$ cat src/rtl/serial_adder.sv
// rtl/serial_adder.sv - bit-serial unsigned adder, one full-add cell plus carry flop
// Operands are added LSB-first, one bit per clock; the result is held until the next accepted start.
module serial_adder #(
   parameter int WIDTH = 8
) (
   input  logic             clk,
   input  logic             rst,
   input  logic             start,
   input  logic [WIDTH-1:0] a,
   input  logic [WIDTH-1:0] b,
   output logic             busy,
   output logic             done,
   output logic [WIDTH-1:0] sum,
   output logic             cout
);

   localparam int CW = $clog2(WIDTH);

   typedef enum logic [1:0] {IDLE, RUN, DONE} state_t;

   state_t           state, state_n;
   logic [CW-1:0]    cnt;
   logic [WIDTH-1:0] a_sr, b_sr;
   logic             carry;
   logic             s, carry_n, last;

   always_comb begin
      s       = a_sr[0] ^ b_sr[0] ^ carry;
      carry_n = (a_sr[0] & b_sr[0]) | (a_sr[0] & carry) | (b_sr[0] & carry);
      last    = (cnt == CW'(WIDTH - 1));
      state_n = state;
      case (state)
         IDLE:    if (start) state_n = RUN;
         RUN:     if (last) state_n = DONE;
         DONE:    state_n = IDLE;
         default: state_n = IDLE;
      endcase
   end

   always_ff @(posedge clk or posedge rst) begin
      if (rst) state <= IDLE;
      else     state <= state_n;
   end

   // Sum fills from the MSB side, so after WIDTH shifts bit 0 holds the first computed bit.
   always_ff @(posedge clk or posedge rst) begin
      if (rst) begin
         a_sr  <= '0;
         b_sr  <= '0;
         carry <= 1'b0;
         cnt   <= '0;
         sum   <= '0;
         cout  <= 1'b0;
      end else begin
         case (state)
            IDLE: begin
               if (start) begin
                  a_sr  <= a;
                  b_sr  <= b;
                  carry <= 1'b0;
                  cnt   <= '0;
               end
            end
            RUN: begin
               sum   <= {s, sum[WIDTH-1:1]};
               carry <= carry_n;
               a_sr  <= a_sr >> 1;
               b_sr  <= b_sr >> 1;
               cnt   <= cnt + 1'b1;
               if (last) cout <= carry_n;
            end
            default: ;
         endcase
      end
   end

   assign busy = (state == RUN);
   assign done = (state == DONE);

endmodule
$ cat config.mk
export PLATFORM = sky130hd
export DESIGN_NAME = serial_adder
export DESIGN_NICKNAME = d
export VERILOG_FILES = /design/src/rtl/serial_adder.sv
export SDC_FILE = /design/constraint.sdc
export NUM_CORES = 1
export LEC_CHECK = 0
export CELL_PAD_IN_SITES_DETAIL_PLACEMENT = 0
export CELL_PAD_IN_SITES_GLOBAL_PLACEMENT = 1
export CORE_MARGIN = 2
export CORE_UTILIZATION = 40
export DETAILED_ROUTE_END_ITERATION = 10
export GPL_TIMING_DRIVEN = 0
export PLACE_DENSITY = 0.9
export SLEW_MARGIN = 40
export SYNTH_ARGS = -nofsm -noshare
export SYNTH_HDL_FRONTEND = slang
export SYNTH_SLANG_ARGS = --single-unit
export TNS_END_PERCENT = 5
$ cat constraint.sdc
create_clock -name clk -period 1.4 [get_ports clk]
set_input_delay 0.28 -clock clk [delete_from_list [all_inputs] [get_ports clk]]
set_output_delay 0.28 -clock clk [all_outputs]
set_load 0.03 [all_outputs]
==> impl_results.md, run 1 <==
* Asr flop ratio synth at 100%
* Max Root-Sink Buffers at 2
* Post-DP HPWL at 2100 um
* Core area at 3630 um2
* CP max-delay cell: dfrtp_1
* Util after Layout at 56.2%
* Diode count at 0
* Syn Std Cell Area at 1490 um2
* Max-slew violation count at 0
* Worst r2r src: state[1]
* Maximum clock frequency at 0.690 GHz
* Final Skew at 0.00391 ns
* Reg2reg setup slack at -0.02 ns
* Clk slew on worst S/H paths at 0.06 ns
* Crit-path max cell delay at 0.37 ns
* Synth top area cells: dfrtp_1, nor3b_1, mux2_2
* Area of the multi-input gates at 608 um2
* Outcome: finished, violations left
* Die area at 4230 um2
* Startpoint types: flop
* Final critical-path share of the clock period at 103%
* Setup WS pre-CTS at -0.584 ns
* Final worst slack at -0.0490 ns
* Nets@finish at 191
* PwrDens at 2220 nW/um2
* Post-layout min period at 1.45 ns
* Post-synthesis sequential area ratio at 52.0%
* Gr usage total at 16.5%
* DRC errors left at 0
* Reg2Reg Capture Point: a_sr[4]
* Final instance area at 2040 um2
* Post-Syn Nets at 148
* Reg power frac at 34.9%
* Width of the die at 65.1 um
* CTS tree: yes
* Port Buf Inserts at 29
* Area leader, netlist: dfrtp_1
* Routed via count at 1113
* Site row count at 22
* H-tree Lvls at 2
* Die height at 65.1 um
* Failing checks: negative setup slack
* Commonest cells in the netlist: dfrtp_1, inv_1, nor3b_1
* Crit. End Element: primary output
* Iteration-0 DRC count of the detailed router at 24
* Synthesized flop and latch total at 31
* P_leak at 0.920 nW
* Root Driver: clkbuf_8
* Sw frac at 37.0%
* Routed Antenna Nets at 0
* Cell family with most CP delay: buffers and inverters
* Sink Count at 31
* Data required time of the worst path at 1.12 ns
* Global placement routability congestion at 0.842
* Vias in the first global route at 1146
* Mapped Cells at 126
* Initial antenna violation count at 0
* VDD IR-drop max at 0.000810 V
* DR pass1 iterations at 4
* Final hold violations at 0
* Primary FF master, synth: dfrtp_1
* Logic pwr share at 49.4%
* R2R depth at 5
* Fillcell total at 334
* Vias per cell at 5.13
* Distinct cells, synth at 24
* Min-Delay Path Class: in -> async
* Layout cells sized above 1 at 24.3%
* Crit path kind: reg -> out
* GR Overflow Total at 0
* Number of flops mapped to enable cells by yosys at 0
* First-pass GRT wire length at 5320 um
* Final WL at 3120 um
* CTS Buf Count at 5
* Worst Tran Pin Value at 0.633 ns
* Top cell by count, worst path: buf_6
* Crit path buffers/inverters at 3
* Max-cap violation count at 0
* Largest net degree at the start of global routing at 32
* Count leader, synth: dfrtp_1
* Yosys Warn Count at 0
* Yosys top cell area share at 52.0%
* Slew headroom at 57.7%
* Crit path max fanout at 7
* Sequential cell area at 776 um2
* Worst path arrival time at 1.17 ns
* P_int at 2.85 mW
* Syn-to-layout area delta at 37.0%
* Final setup vio count at 5
* RSZ-0062 raised after global routing: yes
* DR WL/cell at 14.4 um
* IO Pins at 30
* Synth Area per Inst at 11.8 um2
* Placed Area at 1840 um2
* Clock Power Share at 15.7%
* Worst-skew pair later-pin latency at 0.28 ns
* CP cell instances: buf_6, clkbuf_16, nor2b_4, buf_6
* Hold Buf Count CTS at 0
* Initial core utilization at 41.0%
* Switching power at 1.68 mW
-- logic make-up after synthesis --
logic type	Yosys count	synth area share [%]
AO/OA/AOI/OAI	21	11.6
flip-flops	31	52.0
AND/OR/NAND/NOR	34	16.9
adder cells (fa/ha/maj)	3	3.02
multiplexers	10	7.55
buffers and inverters	27	8.98
-- flip-flops by register name, summed over array words and instances, names as in the netlist --
register / flops
sum: 8
a_sr: 8
b_sr: 8
state: 2
carry: 1
cnt: 3
cout: 1
-- worst max path at each step --
stage / from / to / slack [ns] / cells past startpoint
finish: state[1] / done / -0.05 / 4
global placement: state[1] / done / -0.59 / 4
detailed placement: state[1] / done / -0.58 / 4
CTS: state[0] / busy / -0.19 / 5
global route: state[1] / done / -0.09 / 4
floorplan: state[1] / done / 0.04 / 3
-- repair_timing --
action / in CTS / in global routing
resized for setup: 33 / 10
setup buffers: 0 / 8
setup endpoints to repair: 17 / 17
-- power groups by stage --
stage                     Combinational (mW)  Sequential, mW  Clock [mW]
after floorplan                         1.24            1.81           0
after global placement                  2.04            1.57           0
after detailed placement                2.11            1.61           0
after CTS                               2.09            1.58       0.730
after global routing                    2.44            1.64       0.788
final                                   2.24            1.58       0.711
-- placed cells by master (no fill, tap or decap), drive strengths merged, types with 2 or more instances in the layout --
cell and n:
a211oi 6, a221oi 7, a22o 5, buf 17
clkbuf 9, clkdlybuf4s50 18, dfrtp 31, dlygate4sd2 9
ha 2, inv 16, mux2 10, nand2b 2
nor2b 10, nor3b 14, nor4b 6
-- worst register-to-register path: cells and delay by family (launching register included) --
kind | cells | cell delay, ns
buffers and inverters | 3 | 0.48
AO/OA/AOI/OAI | 2 | 0.47
flip-flops | 1 | 0.37
-- per-stage QoR --
step | hold slack, ns | std cells | power [mW] | setup TNS [ns]
2_1_floorplan | 0.384 | 126 | 3.05 | 0
6_report | 0.403 | 217 | 4.53 | -0.119
4_1_cts | 0.422 | 210 | 4.40 | -0.285
5_1_grt | 0.460 | 217 | 4.86 | -1.12
3_5_place_dp | 0.491 | 203 | 3.72 | -6.00
3_3_place_gp | 0.488 | 203 | 3.61 | -12.86
-- metal layers --
layer,wire [um],track usage [%],vias up
li1,-,-,529
met1,1350,19.9,549
met2,1570,28.1,29
met3,156,5.21,6
met4,42,5.47,0
met5,0,0,-
-- layout make-up --
type | count | area share [%]
multi-input cells | 68 | 29.8
plain buffers | 10 | 5.21
flip-flops and latches | 31 | 38.0
repair buffers | 37 | 16.9
clock inverters | 1 | 0.245
clock buffers | 6 | 4.04
well taps | 48 | 2.94
inverters | 16 | 2.94
No activity file was read; power rests on OpenSTA's default activity.
==> inputs of run 2 (changes only) <==
--- a/config.mk
+++ b/config.mk
@@ -9,6 +9,7 @@
 export CELL_PAD_IN_SITES_GLOBAL_PLACEMENT = 1
 export CORE_MARGIN = 2
 export CORE_UTILIZATION = 40
+export CTS_BUF_LIST = sky130_fd_sc_hd__clkbuf_16
 export DETAILED_ROUTE_END_ITERATION = 10
 export GPL_TIMING_DRIVEN = 0
 export PLACE_DENSITY = 0.9
==> run 2 against run 1 <==
The flow still finishes with violations (negative setup slack). Sequential share of layout area decreased by 0.91 points. Core utilization up 1.4 points. Routed wire length about the same. Non-clock buffer count did not move. Largest cell class unchanged. Sequential power is essentially flat. Via count stayed put. Cell area up 2.4%. Total power increased by 6.1%. Fmax up 0.49%. Count of clock-buffer cells in the layout shrank 1.
==> impl_results.md, run 2 (synthesis gave the netlist of run 1 again) <==
* Outcome: finished, violations left
* Failing checks: negative setup slack
* Final setup vio count at 2 (-3)
* Die height at 65.1 um (unchanged)
* IO Pins at 30 (unchanged)
* Final critical-path share of the clock period at 103% (-0.50 points)
* Total negative slack at -0.0724 ns (+0.0466 ns)
* Crit. End Element: primary output
* Final Skew at 0.00481 ns (+0.000902 ns)
* Clock Power Share at 20.8% (+5.1 points)
* Gr usage total at 16.7% (+0.15 points)
* DRC errors left at 0 (unchanged)
* Most common cell after layout, fill and taps aside: dfrtp_1
* Slew headroom at 57.8% (+0.076 points)
* Initial antenna violation count at 0 (unchanged)
* GR Overflow Total at 0 (unchanged)
* CTS Buf Count at 5 (unchanged)
* Final WL at 3120 um (about the same)
* Reg power frac at 33.0% (-1.9 points)
* Site row count at 22 (unchanged)
* Max Root-Sink Buffers at 2 (unchanged)
* Vias in the first global route at 1163 (+1.5%)
* Worst-skew pair later-pin latency at 0.28 ns (about the same)
* Routed via count at 1113 (unchanged)
* Maximum clock frequency at 0.694 GHz (+0.49%)
* Switching power at 1.70 mW (+1.5%)
* Final Power at 4.81 mW (+6.1%)
* PwrDens at 2300 nW/um2 (+3.6%)
* VDD IR-drop max at 0.000974 V (+20%)
* P_int at 3.11 mW (+8.8%)
* Data required time of the worst path at 1.12 ns (about the same)
* Post-DP HPWL at 2100 um (unchanged)
* Syn-to-layout area delta at 40.4%
* Iteration-0 DRC count of the detailed router at 44 (+83%)
* Width of the die at 65.1 um (unchanged)
* Port Buf Inserts at 29 (unchanged)
* H-tree Lvls at 2 (unchanged)
* Vias per cell at 5.13 (unchanged)
* Nets@finish at 191 (unchanged)
* Routed Antenna Nets at 0 (unchanged)
* Max-slew violation count at 0 (unchanged)
* Clk slew on worst S/H paths at 0.05 ns (about the same)
* Worst path arrival time at 1.16 ns (about the same)
* Logic pwr share at 46.2% (-3.2 points)
* RSZ-0062 raised after global routing: yes
* Final instance area at 2090 um2 (+2.4%)
* Placed Area at 1840 um2 (unchanged)
* Post-layout min period at 1.44 ns (-0.00700 ns)
* Sw frac at 35.4% (-1.6 points)
* CTS tree: yes
* Final worst slack at -0.0420 ns (+0.00700 ns)
* DR WL/cell at 14.4 um (about the same)
* Final Non-Filler Cells at 217 (unchanged)
* Worst Tran Pin Value at 0.632 ns (-0.00114 ns)
* Sink Count at 31 (unchanged)
* Die area at 4230 um2 (unchanged)
* Layout cells sized above 1 at 23.7% (-0.59 points)
* First-pass GRT wire length at 5350 um (+0.66%)
* Startpoint types: flop
* DR pass1 iterations at 4 (unchanged)
* DP Cell Count at 203 (unchanged)
* Root Driver: clkbuf_16
* Commonest cells after routing, fill and taps aside: dfrtp_1, clkdlybuf4s50_1, inv_1
* Diode count at 0 (unchanged)
* Crit path kind: reg -> out
* Crit path max fanout at 8 (+1)
* Util after Layout at 57.6% (+1.4 points)
* Regs by FF count: a_sr x8, b_sr x8, sum x8
* Max-cap violation count at 0 (unchanged)
* P_leak at 0.948 nW (+3.1%)
* Global placement routability congestion at 0.842 (unchanged)
* Min-Delay Path Class: in -> async
* Core area at 3630 um2 (unchanged)
* Final hold violations at 0 (unchanged)
* Largest net degree at the start of global routing at 32 (unchanged)
* Initial core utilization at 41.0% (unchanged)
## run 2: changes by cell type in the layout (fill, tap and decap cells not counted), sizes merged
cell	previous run	this run
dlymetal6s2s	0	1
clkinv	1	2
buf	17	15
clkdlybuf4s50	18	17
clkbuf	9	10
## run 2: path summary, 6_finish.rpt
kind	slack (ns)	to	from	cells past startpoint
min	0.41	sum[6]	rst	2
max in group asynchronous	0.57	b_sr[6]	rst	2
min reg2reg	0.50	sum[0]	sum[0]	1
min in group clk	0.50	sum[0]	sum[0]	1
max reg2reg	0.03	cout	cnt[0]	4
max	-0.04	done	state[1]	4
## run 2: area by class of cell
cell class | count | area [um2]
fillers | 325 | 1540
flip-flops and latches | 31 | 776
multi-input cells | 68 | 601
repair buffers | 37 | 348
clock buffers | 5 | 125
plain buffers | 10 | 115
inverters | 16 | 60.1
well taps | 48 | 60.1
clock inverters | 2 | 8.76
## run 2: power groups by stage
stage                     Sequential (mW)  Combinational (mW)  Clock [mW]
final                                1.58                2.22        1.00
after global routing                 1.64                2.42        1.08
after CTS                            1.59                2.09        1.01
after detailed placement             1.61                2.11           0
after global placement               1.57                2.04           0
after floorplan                      1.81                1.24           0
## run 2: per-layer routing
metal	up-vias	global-route usage [%]	share of wire, %
li1	530	-	-
met1	546	19.5	42
met2	30	29.1	52
met3	7	6.25	5.6
met4	0	3.91	1.2
met5	-	0	0
## run 2: critical path, stage by stage, from the launching register on
cell and delay, ns:
dfrtp_1 0.37, buf_6 0.14, clkbuf_16 0.14, nor2b_4 0.12
buf_6 0.13
## run 2: metrics by stage
stage	hold slack (ns)	worst slack [ns]
after global placement	0.488	-0.586
after global routing	0.483	-0.0697
after detailed placement	0.491	-0.584
final	0.411	-0.0420
after CTS	0.447	-0.172
after floorplan	0.384	0.0351
## run 2: timing repair
action / CTS / global route
hold buffers: 0 / 0
endpoints found under the setup margin: 18 / 19
resized for setup: 33 / 16
buffers inserted: 0 / 8
pin swaps: 0 / 1
==> inputs of run 3 (changes only) <==
--- a/config.mk
+++ b/config.mk
@@ -5,6 +5,7 @@
 export SDC_FILE = /design/constraint.sdc
 export NUM_CORES = 1
 export LEC_CHECK = 0
+export ABC_CLOCK_PERIOD_IN_PS = 1850
 export CELL_PAD_IN_SITES_DETAIL_PLACEMENT = 0
 export CELL_PAD_IN_SITES_GLOBAL_PLACEMENT = 1
 export CORE_MARGIN = 2
==> constraint.sdc (replaced) <==
create_clock -name clk -period 1.85 [get_ports clk]
set_input_delay 0.37 -clock clk [delete_from_list [all_inputs] [get_ports clk]]
set_output_delay 0.37 -clock clk [all_outputs]
set_load 0.03 [all_outputs]
==> run 3 against run 2 <==
Worst setup slack better by 0.19 ns. The flow now finishes without violations. Count of clock-buffer cells in the layout did not move. Core utilization is 3.3 points lower. Largest cell class unchanged. Cell area is 5.7% lower. Sequential power down 24%. Critical endpoint is now busy.
==> impl_results.md, run 3 (synthesis gave the netlist of run 1 again) <==
* Startpoint types: flop
* Global placement routability congestion at 0.842 (about the same)
* Final Power at 3.52 mW (-27%)
* Final hold violations at 0 (unchanged)
* End of the critical path: busy
* Core area at 3630 um2 (unchanged)
* Post-DP HPWL at 2030 um (-3.3%)
* PwrDens at 1780 nW/um2 (-22%)
* H-tree Lvls at 2 (unchanged)
* Routed Antenna Nets at 0 (unchanged)
* Initial core utilization at 41.0% (unchanged)
* Crit. End Element: primary output
* DR WL/cell at 13.9 um (-3.5%)
* Iteration-0 DRC count of the detailed router at 33 (-25%)
* Outcome: completed
* Final worst slack at 0.144 ns (+0.186 ns)
* Crit path max fanout at 10 (+2)
* Largest net degree at the start of global routing at 32 (unchanged)
* Final setup vio count at 0 (-2)
* GR Overflow Total at 0 (unchanged)
* Port Buf Inserts at 29 (unchanged)
* Diode count at 0 (unchanged)
* CTS Buf Count at 5 (unchanged)
* Reg2Reg Capture Point: b_sr[0]
* Routed via count at 1089 (-2.2%)
* Gr usage total at 16.3% (-0.36 points)
* Slew headroom at 57.3% (-0.49 points)
* Maximum clock frequency at 0.586 GHz
* VDD IR-drop max at 0.000689 V (-29%)
* Min-Delay Path Class: in -> async
* Worst r2r src: state[1]
* Most common cell after layout, fill and taps aside: dfrtp_1
* RSZ-0062 raised after global routing: no
* Syn-to-layout area delta at 32.4%
* Commonest cells after routing, fill and taps aside: dfrtp_1, clkdlybuf4s50_1, inv_1
* Nets@finish at 184 (-3.7%)
* P_leak at 0.874 nW (-7.8%)
* R2R depth at 4 (unchanged)
* IO Pins at 30 (unchanged)
* Final critical-path share of the clock period at 92.2%
* Initial antenna violation count at 0 (unchanged)
* DR pass1 iterations at 4 (unchanged)
* Hold Buf Count CTS at 0 (unchanged)
* First-pass GRT wire length at 5220 um (-2.6%)
* Util after Layout at 54.3% (-3.3 points)
* Worst-skew pair later-pin latency at 0.27 ns (about the same)
* CTS tree: yes
* Die area at 4230 um2 (unchanged)
* Setup WS pre-CTS at -0.210 ns (+0.373 ns)
* Max-cap violation count at 0 (unchanged)
* Sink Count at 31 (unchanged)
* Post-CTS Setup Bufs at 0 (unchanged)
* Crit path kind: reg -> out
* CP startpoint: state[1]
* Layout cells sized above 1 at 16.6% (-7.1 points)
* Post-layout min period at 1.71 ns
* Max-slew violation count at 0 (unchanged)
* DRC errors left at 0 (unchanged)
* Max Root-Sink Buffers at 2 (unchanged)
* Final Skew at 0.00270 ns (-0.00212 ns)
* Regs by FF count: a_sr x8, b_sr x8, sum x8
* Final WL at 2930 um (-6.2%)
* Vias per cell at 5.16 (+0.63%)
* Vias in the first global route at 1085 (-6.7%)
* Root Driver: clkbuf_16
* Reg2reg setup slack at 0.50 ns (+0.47 ns)
* Site row count at 22 (unchanged)
* Die height at 65.1 um (unchanged)
* Width of the die at 65.1 um (unchanged)
* Worst Tran Pin Value at 0.639 ns (+0.00731 ns)
* Worst path arrival time at 1.34 ns (+0.18 ns)
* Clk slew on worst S/H paths at 0.05 ns (about the same)
* Data required time of the worst path at 1.48 ns (+0.36 ns)
==> run 3: stage by stage <==
| stage | TNS [ns] | cell area (um2) | hold slack [ns] | std cells |
|---|---|---|---|---|
| after floorplan | 0 | 1490 | 0.470 | 126 |
| after global placement | -0.240 | 1840 | 0.488 | 203 |
| after detailed placement | -0.253 | 1840 | 0.498 | 203 |
| after CTS | 0 | 1980 | 0.508 | 211 |
| after global routing | 0 | 1970 | 0.529 | 211 |
| final | 0 | 1970 | 0.505 | 211 |
==> run 3: worst max-delay path, cell delays in order, from the launching register on <==
cell and delay [ns]:
dfrtp_1 0.35, buf_4 0.16, nor2b_4 0.11, buf_6 0.12
buf_8 0.13, buf_2 0.20
==> run 3: worst min-delay path by stage <==
| stage | from | to | slack (ns) |
|---|---|---|---|
| floorplan | rst | a_sr[0] | 0.47 |
| global placement | cnt[1] | cnt[1] | 0.49 |
| detailed placement | b_sr[7] | b_sr[7] | 0.50 |
| CTS | b_sr[7] | b_sr[7] | 0.51 |
| global route | sum[0] | sum[0] | 0.53 |
| finish | rst | sum[7] | 0.51 |
==> run 3: routing by layer <==
metal	vias up	share of wire (%)	global-route usage, %
li1	522	-	-
met1	529	44	19.9
met2	34	49	26.7
met3	4	5.5	6.25
met4	0	1.1	5.47
met5	-	0	0
==> run 3: where the power goes <==
group	total, mW	switching [mW]	internal [mW]
registers	1.20	0.188	1.01
clock network	0.749	0.265	0.484
logic	1.57	0.778	0.792
==> run 3: layout make-up <==
type | count | area (um2)
Multi-Input combinational cell | 68 | 582
Clock inverter | 3 | 12.5
Buffer | 11 | 78.8
Timing Repair Buffer | 29 | 280
Clock buffer | 5 | 125
Sequential cell | 31 | 776
Inverter | 16 | 60.1
Tap cell | 48 | 60.1
Fill cell | 345 | 1660
==> run 3: timing repair <==
item | 4_1_cts | 5_1_grt
setup endpoints to repair | 2 | 2
gates resized for setup | 7 | 8
gates cloned | 0 | 0
